[config.mk]
export PLATFORM = sky130hd
export DESIGN_NAME = sdio_crc16
export DESIGN_NICKNAME = d
export VERILOG_FILES = /design/src/rtl/sdio_crc16.sv
export SDC_FILE = /design/constraint.sdc
export NUM_CORES = 1
export LEC_CHECK = 0
export ABC_AREA = 1
export BUFFER_PORTS_ARGS = -buffer_cell sky130_fd_sc_hd__buf_2
export CORE_MARGIN = 1.5
export CORE_UTILIZATION = 49
export DETAILED_ROUTE_END_ITERATION = 16
export GPL_ROUTABILITY_DRIVEN = 0
export PLACE_DENSITY = 0.79
export SLEW_MARGIN = 20
export SYNTH_ARGS = -nofsm -noshare
export SYNTH_HDL_FRONTEND = slang
export SYNTH_SLANG_ARGS = --single-unit
[constraint.sdc]
create_clock -name clk -period 1.1 [get_ports clk]
set_input_delay 0.22 -clock clk [delete_from_list [all_inputs] [get_ports clk]]
set_output_delay 0.22 -clock clk [all_outputs]
set_load 0.02 [all_outputs]
[src/rtl/sdio_crc16.sv]
// ---------------------------------------------------------------------------
// sdio_crc16
//
// Serial CRC-16 (CRC-CCITT polynomial x^16 + x^12 + x^5 + 1, XMODEM form:
// init 0, no reflection, no final XOR) for one SD data line. One instance sits
// on each of DAT0..DAT3 in the SDIO data PHY. The running remainder is always
// visible so the PHY can shift it out after a read block, or check it after a
// write block. Feeding data then the received CRC (MSB first) leaves zero when
// the block is error-free.
//
// Ports:
//   clk       data-bit clock, all state updates on the rising edge
//   rst       asynchronous active-low reset, clears the remainder; this is
//             also how the PHY restarts the CRC for a new block
//   en        shift enable; when high, data_bit is absorbed on this edge
//   data_bit  serial data bit, MSB of each byte first (SD bus order). This is
//             the SD "bit" line; "bit" is a SystemVerilog keyword, so the
//             port carries a longer name.
//   crc       current CRC remainder, registered
//   crc_zero  (only with SDIO_CRC16_ZERO_EN) high when crc == 16'h0000;
//             combinational from the crc register, used as good-CRC flag
//
// Configuration macro: SDIO_CRC16_ZERO_EN adds the crc_zero output. The CRC
// datapath is identical with or without it.
//
// There is no bit counter and no framing logic here; framing belongs to the
// PHY. Idle cycles (en low) simply hold the remainder.
// ---------------------------------------------------------------------------
module sdio_crc16 (
  input  logic        clk,
  input  logic        rst,
  input  logic        en,
  input  logic        data_bit,
`ifdef SDIO_CRC16_ZERO_EN
  output logic [15:0] crc,
  output logic        crc_zero
`else
  output logic [15:0] crc
`endif
);

  // Generator polynomial without the implicit x^16 term.
  localparam logic [15:0] POLY = 16'h1021;

  logic        feedback;
  logic [15:0] crc_next;

  // Galois-style serial update: the incoming bit is combined with the
  // outgoing MSB and, if set, the polynomial taps are folded into the
  // shifted remainder.
  always_comb begin
    feedback = data_bit ^ crc[15];
    crc_next = {crc[14:0], 1'b0} ^ (feedback ? POLY : 16'h0000);
  end

  // NOTE: state registers use non-blocking assignments so every flop samples
  // the pre-edge values; blocking here would create simulation races.
  always_ff @(posedge clk or negedge rst) begin
    if (!rst) begin
      crc <= 16'h0000;
    end else if (en) begin
      crc <= crc_next;
    end
  end

`ifdef SDIO_CRC16_ZERO_EN
  assign crc_zero = (crc == 16'h0000);
`endif

endmodule

; After elaboration in Yosys (flattened, before gate mapping)
; Index checks and enable logic that the tools add are counted.
[word_totals]
ff_bits = 16
latchBits = 0
ramBits = 0
mem_bits_ro = 0
in_bits = 4
memories = 0
[op_classes]
n_addsub = 0
multipliers = 0
div_mod_pow = 0
n_lt_le_gt_ge = 0
n_eq_ne = 0
n_shift = 0
n_mux = 1
n_bitwise = 2
n_reduce_logical = 0
[ops]
columns = operator, count
row1 = bitwise XOR 16 x 13 -> 16 bit, 1
row2 = 2-to-1 mux 13 bit, 1
row3 = bitwise XOR 1 bit, 1

; Longest topological paths before layout
[depth]
word_depth = 3
depth_mapped = 5
depth_no_buf = 5

; Worst setup path before layout
; No wires, ideal clock.
[synth_timing]
kind = register -> register
from = reg crc[15]
to = reg crc[12]
arrival_time_ns = 0.806
path_slack_ns = 0.176
stages_incl_launch_ff = 6
n_path_buf = 0
synth_period_minus_slack_ns = 0.924
cell_sequence = dfrtp_1 -> inv_1 -> nand2_1 -> nand3_1 -> nand3_1 -> nand2_1
[synth_via]
elab_chain_cells = 3
[synth_rtl]
columns = element, line
row1 = start: declaration, 38  ; output logic [15:0] crc
row2 = start signal: assignment, 62  ; crc <= crc_next;
row3 = bitwise XOR 1 bit, 52  ; feedback = data_bit ^ crc[15];
row4 = 2-to-1 mux 13 bit, 53  ; crc_next = {crc[14:0], 1'b0} ^ (feedback ? POLY : 16'h0000);
row5 = bitwise XOR 16 x 13 -> 16 bit, 53
; Every way passes these cells.
; A chain may end at the register's enable or synchronous reset.

; Worst setup path after layout
[layout_timing]
from = reg crc[14]
to = out crc[14]
; No word-level cell between the ends.

==> impl_metrics.tcl <==
set metrics [dict create \
    dpl_worst_slack_ns 0.1795 \
    slew_viol_final 0 \
    fin_crit_sh 0.9807 \
    r2r-start "crc[15]$_DFFE_PN0P_" \
    die-area_mm2 0.001754 \
    whs_ns 0.2418 \
    synthDistinctLibCells 10 \
    min_to "crc[1]$_DFFE_PN0P_" \
    reg2reg_slack_ns 0.14 \
    post_drt_via_cell_ratio 5.165 \
    peakVddDrop_v 0.0008852 \
    core-area_mm2 0.001350 \
    wl_um 1367 \
    overflow 0 \
    regMostFlops "crc" \
    fin_ws_ns 0.02125 \
    min_from "en" \
    pwr_density_cell_mw_per_mm2 1925 \
    synthArstFlopShare 1.000 \
    cts_tree "done" \
    skew_ns 0.001348 \
    hold_path_depth 3 \
    fin_nets 106 \
    min_period_ns 1.079 \
    synth-main-ff-cell "dfrtp_1" \
    synth_edf_count 0 \
    synthesis.nets 89 \
    timing.critical_path.buf_inv 1 \
    wl_per_cell_um 11.89 \
    grt_pass1_wl_um 2042 \
    antenna_found_initial 0 \
    critPathCaptureType "output pin" \
    r2r_end "crc[12]$_DFFE_PN0P_" \
    h-tree-depth 1 \
    ys_seq_area_frac 0.5405 \
    hold_viol 0 \
    synth_area_leader_cell "dfrtp_1" \
    status "completed" \
    required_ns 0.88 \
    diodes 0 \
    port_buffers 19 \
    power.leakage_nw 0.4658 \
    arrival_ns 0.86 \
    yosysMostFrequentCell "nand2_1" \
    largest_reg_flops 16 \
    drv_cap 0 \
    die_h_um 41.88 \
    syn2layout_area_growth_pct 13.68 \
    grt_pass1_vias 507 \
    cts.path.max_buffers 2 \
    slowest_delay_ns 0.41 \
    io_pins 20 \
    synthTopCellsByArea "dfrtp_1, buf_4, nand2_1" \
    cp-start-kind "register" \
    drive_above_1_share 0.3000 \
    root_buffer "clkbuf_4" \
    drtAntennaViolNets 0 \
    rr_worst_depth 6 \
    maxSlewHeadroom 0.7694 \
    syn_avg_cell_area_um2 8.714 \
    yosysTopAreaCellShare 0.5405 \
    clkLatencyLatePin_ns 0.28 \
    reg_top3 "crc (16)" \
    cp_top_family "flip-flops" \
    crit_type "reg -> out" \
    rows 13 \
    crit_path_cell_trace "buf_2" \
    die_w_um 41.88 \
    dp_hpwl_um 934.7 \
    cts_buffers 3 \
    grt_start_max_net_pins 17 \
    numClockSinks 16 \
    drt_iter0_drc 23 \
    ys_warn_count 0 \
    cp_slowest_cell "dfrtp_1" \
    grt_use_total 0.1546 \
    worstMarginPinSlew_ns 0.3459 \
    crit_fanout 3 \
    vias 594 \
    synthCells 85 \
    clk_pin_slew_worst_paths_ns 0.09 \
    hp-class "in -> reg" \
    ys_ff_latch 16 \
    final-setup-viol-count 0 \
    synthTopCellsByCount "nand2_1, dfrtp_1, buf_4" \
    fmax_ghz 0.9270 \
    drc 0 \
    fill_cells 118 \
    initial_utilization 0.5487 \
    first_pass_iters 4 \
    netlist_area_um2 740.7 \
]
## cell families after synthesis
logic type,synth area share
and+or+nand+nor,0.1723
buffers and inverters,0.2044
DFF,0.5405
AOI/OAI and AO/OA,0.08277
## routing by layer
layer	wire length (um)	global-route usage
met2	653	0.2594
met5	0	0
met4	18	0.09677
met3	60	0.02609
met1	635	0.1816
## placed cells by master, fill, tap and decap left out
master / instances
a31oi_1: 1
clkbuf_4: 3
o21ai_1: 2
dlygate4sd3_1: 1
nand2_1: 25
buf_4: 8
nand3_1: 6
o21ai_0: 9
inv_1: 9
dfrtp_1: 16
buf_2: 17
nor2_1: 1
buf_6: 2
## where the power goes
group          internal (mW)  switching (mW)
Sequential             0.698          0.0671
Clock                  0.127           0.184
Combinational          0.217           0.327
## layout make-up
cell class                 count  area [um^2]  share of cell area
sequential                    16        400.4              0.4755
multi-input combinational     44        188.9              0.2244
clock buffer                   3        22.52             0.02675
timing repair buffer          28        177.7              0.2110
tap                           15        18.77             0.02229
inverter                       9        33.78             0.04012
## repair_timing
action                                 in CTS  in global routing
gates resized for setup                     0                  4
setup endpoints to repair                   0                  9
setup buffers                               0                  7
hold buffers                                1                  0
endpoints found under the hold margin      16                  0
## worst max path at each step
stage / from / end / slack [ns] / depth (start not counted)
floorplan: crc[15]$_DFFE_PN0P_ / crc[12]$_DFFE_PN0P_ / 0.18 / 5
global placement: en / crc[3]$_DFFE_PN0P_ / 0.24 / 3
detailed placement: en / crc[3]$_DFFE_PN0P_ / 0.18 / 3
CTS: crc[1]$_DFFE_PN0P_ / crc[1] / 0.002 / 1
global route: crc[14]$_DFFE_PN0P_ / crc[14] / -0.0009 / 1
finish: crc[14]$_DFFE_PN0P_ / crc[14] / 0.02 / 1
## stage by stage
step / TNS, ns / std cells / utilization / instance area [um^2] / power [mW]
floorplan: 0 / 85 / - / 740.7 / 1.193
global placement: 0 / 104 / 0.5514 / 744.5 / 1.220
detailed placement: 0 / 104 / 0.5514 / 744.5 / 1.231
CTS: 0 / 108 / 0.5755 / 777.0 / 1.538
global route: -0.0009036 / 115 / 0.6237 / 842.1 / 1.704
finish: 0 / 115 / 0.6237 / 842.1 / 1.621
No activity file was read; power rests on OpenSTA's default activity.
